--- src/rtl/fir_result_reader.sv ---
// Streams a block of FIR results out of a registered-read memory through a 2-entry FIFO.
// Define FIR_RDR_CHECKSUM_EN to enable the running 16-bit checksum of streamed samples.
module fir_result_reader #(
    parameter int ADDR_W = 10,
    parameter int DATA_W = 8
) (
    input  logic              clk,
    input  logic              rst_n,
    input  logic              start,
    input  logic [ADDR_W-1:0] base_addr,
    input  logic [ADDR_W-1:0] count,
    output logic              mem_re,
    output logic [ADDR_W-1:0] mem_addr,
    input  logic [DATA_W-1:0] mem_rdata,
    output logic              m_valid,
    input  logic              m_ready,
    output logic [DATA_W-1:0] m_data,
    output logic              m_last,
    output logic              busy,
    output logic              done,
    output logic [15:0]       checksum
);

    typedef enum logic [1:0] {IDLE, READ, DRAIN, FIN} state_t;

    state_t            state_q, state_d;
    logic [ADDR_W-1:0] addr_q, addr_d;
    logic [ADDR_W-1:0] rd_left_q, rd_left_d;
    logic              pend_q, pend_d;
    logic              pend_last_q, pend_last_d;
    logic [1:0]        occ_q, occ_d;
    logic [DATA_W-1:0] data0_q, data0_d, data1_q, data1_d;
    logic              last0_q, last0_d, last1_q, last1_d;
    logic              pop;
    logic              push;
    logic              issue;
    logic [2:0]        credit;

    always_comb begin
        pop    = (occ_q != 2'd0) && m_ready;
        push   = pend_q;
        // A read is only issued if its data is guaranteed a FIFO slot on arrival.
        credit = {1'b0, occ_q} + {2'b00, pend_q} - {2'b00, pop};
        issue  = (state_q == READ) && (credit < 3'd2);

        state_d     = state_q;
        addr_d      = addr_q;
        rd_left_d   = rd_left_q;
        pend_d      = issue;
        pend_last_d = issue && (rd_left_q == ADDR_W'(1));

        case (state_q)
            IDLE: begin
                if (start) begin
                    addr_d    = base_addr;
                    rd_left_d = count;
                    state_d   = (count == '0) ? FIN : READ;
                end
            end
            READ: begin
                if (issue) begin
                    addr_d    = addr_q + ADDR_W'(1);
                    rd_left_d = rd_left_q - ADDR_W'(1);
                    if (rd_left_q == ADDR_W'(1)) begin
                        state_d = DRAIN;
                    end
                end
            end
            DRAIN: begin
                if (pop && last0_q) begin
                    state_d = FIN;
                end
            end
            FIN: begin
                state_d = IDLE;
            end
            default: begin
                state_d = IDLE;
            end
        endcase

        data0_d = data0_q;
        data1_d = data1_q;
        last0_d = last0_q;
        last1_d = last1_q;
        occ_d   = occ_q;
        // Entry 0 is always the head; a pop shifts entry 1 forward.
        case ({push, pop})
            2'b10: begin
                if (occ_q == 2'd0) begin
                    data0_d = mem_rdata;
                    last0_d = pend_last_q;
                end else begin
                    data1_d = mem_rdata;
                    last1_d = pend_last_q;
                end
                occ_d = occ_q + 2'd1;
            end
            2'b01: begin
                data0_d = data1_q;
                last0_d = last1_q;
                occ_d   = occ_q - 2'd1;
            end
            2'b11: begin
                if (occ_q == 2'd1) begin
                    data0_d = mem_rdata;
                    last0_d = pend_last_q;
                end else begin
                    data0_d = data1_q;
                    last0_d = last1_q;
                    data1_d = mem_rdata;
                    last1_d = pend_last_q;
                end
            end
            default: begin
            end
        endcase
    end

    always_ff @(posedge clk) begin
        if (!rst_n) begin
            state_q     <= IDLE;
            addr_q      <= '0;
            rd_left_q   <= '0;
            pend_q      <= 1'b0;
            pend_last_q <= 1'b0;
            occ_q       <= 2'd0;
            data0_q     <= '0;
            data1_q     <= '0;
            last0_q     <= 1'b0;
            last1_q     <= 1'b0;
        end else begin
            state_q     <= state_d;
            addr_q      <= addr_d;
            rd_left_q   <= rd_left_d;
            pend_q      <= pend_d;
            pend_last_q <= pend_last_d;
            occ_q       <= occ_d;
            data0_q     <= data0_d;
            data1_q     <= data1_d;
            last0_q     <= last0_d;
            last1_q     <= last1_d;
        end
    end

    assign mem_re   = issue;
    assign mem_addr = addr_q;
    assign m_valid  = (occ_q != 2'd0);
    assign m_data   = data0_q;
    assign m_last   = last0_q && (occ_q != 2'd0);
    assign busy     = (state_q == READ) || (state_q == DRAIN);
    assign done     = (state_q == FIN);

`ifdef FIR_RDR_CHECKSUM_EN
    logic [15:0] checksum_q, checksum_d;

    always_comb begin
        checksum_d = checksum_q;
        if (state_q == IDLE && start) begin
            checksum_d = 16'd0;
        end else if (pop) begin
            checksum_d = checksum_q + 16'($signed(data0_q));
        end
    end

    always_ff @(posedge clk) begin
        if (!rst_n) begin
            checksum_q <= 16'd0;
        end else begin
            checksum_q <= checksum_d;
        end
    end

    assign checksum = checksum_q;
`else
    assign checksum = 16'd0;
`endif

endmodule

--- config.mk ---
export PLATFORM = sky130hd
export DESIGN_NAME = fir_result_reader
export DESIGN_NICKNAME = d
export VERILOG_FILES = /design/src/rtl/fir_result_reader.sv
export SDC_FILE = /design/constraint.sdc
export NUM_CORES = 1
export LEC_CHECK = 0
export ABC_AREA = 1
export BUFFER_PORTS_ARGS = -buffer_cell sky130_fd_sc_hd__buf_2
export CORE_ASPECT_RATIO = 1.25
export CORE_MARGIN = 5
export CORE_UTILIZATION = 53
export DETAILED_ROUTE_END_ITERATION = 16
export HOLD_SLACK_MARGIN = 0.1
export PLACE_DENSITY = 0.87
export SLEW_MARGIN = 15
export SYNTH_ARGS = -nofsm -noshare
export SYNTH_HDL_FRONTEND = slang
export SYNTH_SLANG_ARGS = --single-unit
--- constraint.sdc ---
create_clock -name clk -period 2.9 [get_ports clk]
set_clock_uncertainty 0.05 [all_clocks]
set_input_delay 0.29 -clock clk [delete_from_list [all_inputs] [get_ports clk]]
set_output_delay 0.29 -clock clk [all_outputs]
set_load 0.02 [all_outputs]
# Yosys cells after proc, flatten, opt, wreduce, memory -nomap -nowiden
# Cells that the tools add are included.
word_totals:
  regBits: 44
  out_inout_bits: 39
  elab_cells: 75
op_classes:
  addsub: 6
  order_cmp: 1
  n_eq_ne: 15
  mux: 25
  n_reduce_logical: 18
op_table:
  columns: ["cell", "count"]
  rows:
  - ["$mux W10", 4]
  - ["$pmux W10 S2", 2]
  - ["$mux W8", 4]
  - ["$pmux W8 S3", 1]
  - ["$pmux W8 S2", 1]
  - ["$ne A2 B2 Y1 const B", 7]
  - ["$add A10 B1 Y10 const B", 1]
  - ["$eq A10 B1 Y1 const B", 1]
  - ["$logic_not A10 Y1", 1]
  - ["$mux W2", 5]
  - ["$sub A10 B1 Y10 const B", 1]
  - ["$eq A2 B2 Y1 const B", 4]
  - ["$pmux W2 S4", 1]
  - ["$reduce_bool A2 Y1", 4]
  - ["$eq A2 B1 Y1 const B", 3]
  - ["$reduce_and A3 Y1", 2]
  - ["$logic_and A1 B1 Y1", 5]
  - ["$logic_not A2 Y1", 2]
  - ["$mux W1", 4]
  - ["$pmux W2 S2", 1]
  - ["$reduce_and A4 Y1", 1]
  - ["$add A2 B1 Y3", 1]
  - ["$lt A3 B2 Y1 const B", 1]
  - ["$pmux W1 S3", 1]
  - ["7 further kinds", 7]

# Depth between registers and ports, before layout
# Gate-level depths: netlist of the first run.
logic_depth:
  depth_word: 7
  ltp_mapped: 17
  mapped_depth_nobuf: 17

# Worst setup path after synthesis of the first run
# No wires, ideal clock.
synth_path:
  path_type: "flip-flop to flip-flop"
  start: "register occ_q[1]"
  end: "register addr_q[3], in the netlist mem_addr[3]"
  t_arrival_ps: 2330
  path_slack_ps: 399
  stages_incl_launch_ff: 14
  path_buffers: 1
  cell_sequence: "dfxtp_1 inv_2 ha_1 inv_2 nand2_4 nor2_1 o21ai_0 fa_1 nand3_2 nand2_2 nand3_4 buf_2 o21ai_0 a21oi_1"
synth_between:
  elab_chain_len: 7
  word_cells_on_any_way: 8
  cone_classes: "2 x add/sub; 1 x order compare; 1 x eq/ne; 4 x reduce/logical"
synth_rtl:
  columns: ["element", "line_no", "rtl"]
  rows:
  - ["start: declaration", "31", "logic [1:0] occ_q, occ_d;"]
  - ["start signal: assignment", "127", "occ_q <= 2'd0;"]
  - ["start signal: assignment", "138", "occ_q <= occ_d;"]
  - ["$reduce_bool A2 Y1", null, null]
  - ["via m_valid", "15", "output logic m_valid,"]
  - ["$logic_and A1 B1 Y1", "40", "pop = (occ_q != 2'd0) && m_ready;"]
  - ["$sub A3 B1 Y3", "43", "credit = {1'b0, occ_q} + {2'b00, pend_q} - {2'b00, pop};"]
  - ["$lt A3 B2 Y1", "44", "issue = (state_q == READ) && (credit < 3'd2);"]
  - ["$logic_and A1 B1 Y1", "44", null]
  - ["$ne A2 B2 Y1 (no source line)", null, null]
  - ["$reduce_and A3 Y1 (no source line)", null, null]
  - ["end signal: assignment", "134", "addr_q <= addr_d;"]
  - ["end: declaration", "27", "logic [ADDR_W-1:0] addr_q, addr_d;"]
# The timed path passes the listed nets, and every way through them passes these cells.
# A chain may end at the register's enable or synchronous reset.

# Worst setup path in the final report of the first run
layout_path:
  start: "register occ_q[0]"
  end: "output mem_re"
layout_between:
  elab_chain_len: 5
  word_cells_on_any_way: 6
  cone_classes: "2 x add/sub; 1 x order compare; 3 x reduce/logical"
layout_rtl:
  columns: ["element", "line_no", "rtl"]
  rows:
  - ["branches (longest 2 deep; another with $add A2 B1 Y3)", null, null]
  - ["$sub A3 B1 Y3 *", "43", null]
  - ["$lt A3 B2 Y1 *", "44", null]
  - ["$logic_and A1 B1 Y1 *", "44", null]
  - ["end: declaration", "12", "output logic mem_re,"]
# Mark *: on every way between the ends.

==> flow_summary.json, run 1 <==
{
  "outcome": "finished clean",
  "antenna_found_initial": 0,
  "grt_pass1_vias": 2541,
  "layout-drive-gt1-share_pct": 20.3,
  "intPower_w": 0.00174,
  "endpoint_kind": "primary output",
  "firstDrtPassIters": 4,
  "diodes": 0,
  "cp_slowest_stage_delay_ps": 510,
  "core-area_sq_mm": 0.00504,
  "placed_cell_area_sq_mm": 0.00298,
  "power.density_mw_per_mm2": 1100,
  "grt_usage_pct": 19.3,
  "yosys.cell_types.count": 34,
  "synthArstFlopShare_pct": 0,
  "final_hold_viol_count": 0,
  "clockBufferDepth": 2,
  "nFillCells": 478,
  "grt_pass1_wl_um": 10700,
  "wire_per_inst_um": 12.3,
  "crit_fanout": 7,
  "switching_share_pct": 49.1,
  "cpMaxStageDelayCell": "fa_1",
  "worstPathArrival_ps": 2390,
  "netSwitchingPower_w": 0.00168,
  "cts.sinks": 44,
  "hold_buffers": 0,
  "via_per_inst": 5.20,
  "grt_max_degree": 31,
  "nNetsFinal": 502,
  "synth.avg_cell_area_sq_um": 6.74,
  "htreeDepth": 2,
  "place.gp.congestion": 0.833,
  "period_minus_slack_ps": 2730,
  "clock_latency_ps": 300,
  "reg2regPathDepth": 15,
  "worst_pin_slew_ps": 799,
  "setup_viol": 0,
  "p_seq_share_pct": 30.7,
  "die_w_um": 74.3,
  "synth-seq-cells": 44,
  "path_common_cell": "inv_1",
  "report.final.slew_viol_count": 0,
  "synth-edff-count": 0,
  "ys.flop_type": "dfxtp_1",
  "drc": 0,
  "cts_root_buf": "clkbuf_8",
  "holdPathEnd": "m_data[6]",
  "setup.worst_path.class": "flop to primary output",
  "hpwl_um": 4710,
  "yosysWarnings": 0,
  "timing.fmax_mhz": 367,
  "hold_path.class": "input pin to flop",
  "design_area_sq_mm": 0.00311,
  "overflow": 0,
  "ir_worst_vdd_v": 0.000535,
  "totalWireLength_um": 6410,
  "rsz0062_at_grt": "false",
  "initial_utilization_pct": 54.4,
  "chipHeight_um": 90.4,
  "maxSlewHeadroom_pct": 46.7,
  "syn_area_sq_mm": 0.00274,
  "vias": 2702,
  "combPwrFrac_pct": 55.2,
  "io_pins": 71,
  "die-area_sq_mm": 0.00672,
  "fin_setup_tns_ps": 0,
  "max-cap-violations": 0,
  "start_kind": "flop",
  "clkTransAtPathRegs_ps": 90,
  "required_ps": 2560,
  "p_clk_share_pct": 14.1,
  "r2r_slack_ps": 250,
  "p_leak_nw": 1.44,
  "pre_cts_slack_ps": 196,
  "ant_nets": 0,
  "num_rows": 29,
  "cts_tree": "built",
  "fin_crit_sh_pct": 94.0,
  "area_growth_pct": 13.2,
  "path_cells": "inv_1, ha_2, inv_2, nand2_4, inv_1, nor2_1, o21ai_0, fa_1, nand3_2, nor2_2, buf_4",
  "min_from": "mem_rdata[6]",
  "numCtsBuffers": 5,
  "r2r-end": "rd_left_q[7]",
  "timing.rr.start": "occ_q[0]",
  "drt_iter0_drc": 172,
  "synthesis.instances": 407,
  "holdWs_ps": 201,
  "numPortBuffers": 54,
  "ys_seq_area_share_pct": 32.1,
  "holdPathStages": 3,
  "fin_ws_ps": 175
}
## layer usage
layer  part of all wire (%)  wire length [um]  vias up  track usage, %
met1                     41              2610     1197            22.7
met5                      0                 0        -               0
met2                     49              3170      105            34.1
met3                    8.3               531       13            3.45
met4                    1.5                99        0            6.68
li1                       -                 -     1387               -
## cell type report
cell class	instances	area [sq um]	area share [%]
Inverter	40	153	4.92
Clock inverter	3	46.3	1.49
Multi-Input combinational cell	309	1580	50.9
Timing Repair Buffer	57	295	9.51
Tap cell	62	77.6	2.50
Sequential cell	44	883	28.4
Clock buffer	5	68.8	2.22
## synth_stat cells, drive strengths merged, types with 2 or more instances
master | number | area (sq um)
nand2 | 115 | 464
dfxtp | 44 | 881
inv | 40 | 153
nor2 | 39 | 161
o21ai | 38 | 209
a21oi | 32 | 168
nand3 | 31 | 173
buf | 25 | 176
ha | 12 | 150
a31oi | 10 | 62.6
nor3 | 5 | 25.0
clkbuf | 4 | 15.0
nand4 | 3 | 18.8
xor2 | 2 | 17.5
## what timing repair did
action / in CTS / in global routing
setup endpoints to repair: 0 / 8
gates resized for setup: 0 / 6
setup buffers: 0 / 0
## worst max-delay path, delay by kind of cell, from the launching register on
kind	cells	cell delay [ps]
adder cells (fa/ha/maj)	2	720
AND/OR/NAND/NOR	4	500
buffers and inverters	4	410
flip-flops	1	340
AO/OA/AOI/OAI	1	110
## worst max path at each step
stage,startpoint,endpoint,slack [ps],cells after the start
after detailed placement,occ_q[1],rd_left_q[7],200,14
after floorplan,occ_q[1],mem_addr[3],400,13
after global routing,occ_q[0],rd_left_q[4],20,15
final,occ_q[0],mem_re,170,11
after global placement,occ_q[1],rd_left_q[7],310,14
after CTS,occ_q[1],mem_re,30,10
## power by group through the flow
stage,clock [W],combinational [W],sequential (W)
global route,0.000515,0.00214,0.00108
CTS,0.000492,0.00188,0.00105
global placement,0,0.00183,0.00105
detailed placement,0,0.00186,0.00106
finish,0.000484,0.00189,0.00105
floorplan,0,0.00135,0.00116
## sequential cells by signal, summed over array words and instances (netlist names), 2 cells and up
signal and cells:
rd_left_q 10, mem_addr 10, state_q 2, data1_q 8, m_data 8, occ_q 2
## kinds of logic after synthesis
family          after synthesis  share of synthesized area, %
compound gates               82                          16.7
xor+xnor                      2                         0.639
fa+ha+maj                    13                          6.20
buf+inv                      69                          12.5
flops                        44                          32.1
other cells                   1                         0.137
simple gates                196                          31.7
## layout by cell type (no fill, tap or decap), types with 5 or more instances in the layout
cell,count
nor2_1,35
buf_2,53
nand2_1,108
o21ai_0,34
clkbuf_8,5
dfxtp_1,42
nor3_1,5
inv_1,36
nand3_1,29
conb_1,16
a21oi_1,30
a31oi_1,10
ha_1,11
## metrics by stage
stage,utilization (%),total power (W),std cells
floorplan,-,0.00251,422
CTS,61.3,0.00342,520
detailed placement,59.0,0.00292,512
global route,61.6,0.00374,520
global placement,59.0,0.00288,512
finish,61.6,0.00342,520
Note: power is estimated with default switching activity, not from simulation.
==> inputs of run 2 (changes only) <==
--- a/config.mk
+++ b/config.mk
@@ -10,6 +10,7 @@
 export CORE_ASPECT_RATIO = 1.25
 export CORE_MARGIN = 5
 export CORE_UTILIZATION = 53
+export CTS_BUF_LIST = sky130_fd_sc_hd__clkbuf_16
 export DETAILED_ROUTE_END_ITERATION = 16
 export HOLD_SLACK_MARGIN = 0.1
 export PLACE_DENSITY = 0.87
==> constraint.sdc (replaced) <==
create_clock -name clk -period 2.9 [get_ports clk]
set_clock_uncertainty 0.05 [all_clocks]
set_input_delay 0.58 -clock clk [delete_from_list [all_inputs] [get_ports clk]]
set_output_delay 0.58 -clock clk [all_outputs]
set_load 0.02 [all_outputs]
==> run 2 against run 1 <==
Sequential power is essentially flat. Via count increased by 1.9%. Clock power grew 35%. Critical path depth shrank 1. Count of clock-buffer cells in the layout unchanged. Worst setup slack lost 69 ps. Sequential cell count is the same. Final cell count increased by 0.96%. Sequential share of layout area decreased by 1.1 points. Highest routed layer unchanged.
==> flow_summary.json, run 2 (same netlist as run 1, synthesis figures left out) <==
{
  "outcome": "finished clean",
  "worstPathArrival_ps": 2160,
  "core-area_sq_mm": 0.00504,
  "p_clk_share_pct": 17.7,
  "crit_start": "occ_q[0]",
  "nFillCells": 460,
  "nNetsFinal": 507,
  "timing.rr.start": "occ_q[0]",
  "cts_root_buf": "clkbuf_16",
  "most-common-layout-cells": "108 x nand2_1, 53 x buf_2, 42 x dfxtp_1, 34 x inv_1, 34 x nor2_1",
  "setup.worst_path.class": "flop to primary output",
  "die_w_um": 74.3,
  "design_area_sq_mm": 0.00325,
  "clock_latency_ps": 290,
  "totalWireLength_um": 6800,
  "hold_path.class": "flop to flop",
  "ant_nets": 0,
  "layout_commonest_cell": "nand2_1",
  "seqCellArea_sq_um": 888,
  "timing.fmax_mhz": 358,
  "chipHeight_um": 90.4,
  "place.gp.congestion": 0.834,
  "period_minus_slack_ps": 2790,
  "final_hold_viol_count": 0,
  "vias": 2752,
  "power.density_mw_per_mm2": 1140,
  "cts.sinks": 44,
  "required_ps": 2270,
  "intPower_w": 0.00194,
  "layout-drive-gt1-share_pct": 22.2,
  "start_kind": "flop",
  "p_seq_share_pct": 28.7,
  "placed_cells": 514,
  "holdWs_ps": 412,
  "drt_iter0_drc": 131,
  "firstDrtPassIters": 4,
  "netSwitchingPower_w": 0.00176,
  "drc": 0,
  "antenna_found_initial": 0,
  "max-cap-violations": 0,
  "report.final.slew_viol_count": 0,
  "via_per_inst": 5.24,
  "area_growth_pct": 18.5,
  "grt_pass1_wl_um": 11400,
  "cts_tree": "built",
  "fin_crit_sh_pct": 96.4,
  "initial_utilization_pct": 54.4,
  "num_rows": 29,
  "totalPowerFinal_w": 0.00370,
  "wire_per_inst_um": 12.9,
  "hpwl_um": 4870,
  "io_pins": 71,
  "setup_viol": 0,
  "ir_worst_vdd_v": 0.000593,
  "crit_fanout": 4,
  "combPwrFrac_pct": 53.6,
  "die-area_sq_mm": 0.00672,
  "grt_pass1_vias": 2665,
  "final_cells": 525,
  "clockBufferDepth": 2,
  "numPortBuffers": 54,
  "htreeDepth": 2,
  "endpoint_kind": "primary output",
  "numCtsBuffers": 5,
  "multi_input_area_sq_mm": 0.00162,
  "switching_share_pct": 47.7,
  "placed_cell_area_sq_mm": 0.00299,
  "p_leak_nw": 1.49,
  "min_from": "data1_q[0]",
  "diodes": 0,
  "overflow": 0,
  "grt_usage_pct": 20.6,
  "clkTransAtPathRegs_ps": 60,
  "grt_max_degree": 31
}
## run 2: changes by cell type in the layout (fill, tap and decap cells not counted), moves of 2 or more
cell / change
buf_4: +4
dfxtp_2: -2
inv_4: +2
inv_1: -2
clkbuf_16: +5
nor2_4: +2
clkbuf_8: -5
dfxtp_4: +2
## run 2: routing by layer
metal	track usage (%)	vias up	wire length (um)
li1	-	1397	-
met3	4.12	14	421
met4	8.16	0	130
met1	23.5	1260	2690
met5	0	-	0
met2	36.5	81	3550
## run 2: what timing repair did
action | in CTS | in global routing
buffers inserted | 1 | 2
hold buffers | 0 | 0
endpoints found under the hold margin | 0 | 0
pin swaps | 1 | 5
resized for setup | 8 | 13
setup endpoints to repair | 1 | 1
## run 2: path summary, 6_finish.rpt
check	to	slack, ps	cells past startpoint
setup reg to reg	rd_left_q[9]	380	14
hold reg to reg	data1_q[0]	410	2
setup / recovery	mem_re	110	10
hold / removal	data1_q[0]	410	2
## run 2: power by group through the flow
stage               sequential, W  clock, W  combinational, W
finish                    0.00106  0.000654           0.00198
global route              0.00109  0.000693           0.00223
CTS                       0.00105  0.000669           0.00193
detailed placement        0.00106         0           0.00189
global placement          0.00104         0           0.00183
floorplan                 0.00116         0           0.00135
## run 2: area by class of cell
cell class	count	share of cell area [%]
Clock buffer	5	3.85
Clock inverter	3	1.42
Inverter	40	4.85
Multi-Input combinational cell	309	49.8
Sequential cell	44	27.3
Tap cell	62	2.39
Timing Repair Buffer	62	10.4
## run 2: stage by stage
step / setup TNS [ps] / util, % / worst slack, ps
finish: 0 / 64.4 / 106
global route: -0.0437 / 64.4 / -0.0437
detailed placement: 0 / 59.3 / 110
CTS: 0 / 63.2 / 30.1
global placement: 0 / 59.3 / 203
floorplan: 0 / - / 162
## run 2: worst max-delay path, stage by stage, from the launching register on
cell	delay (ps)
dfxtp_4	380
inv_4	50
ha_4	160
inv_2	100
nand2_4	80
nor2_4	110
o21ai_2	80
fa_2	570
nand3_4	100
nor2_4	140
buf_6	130
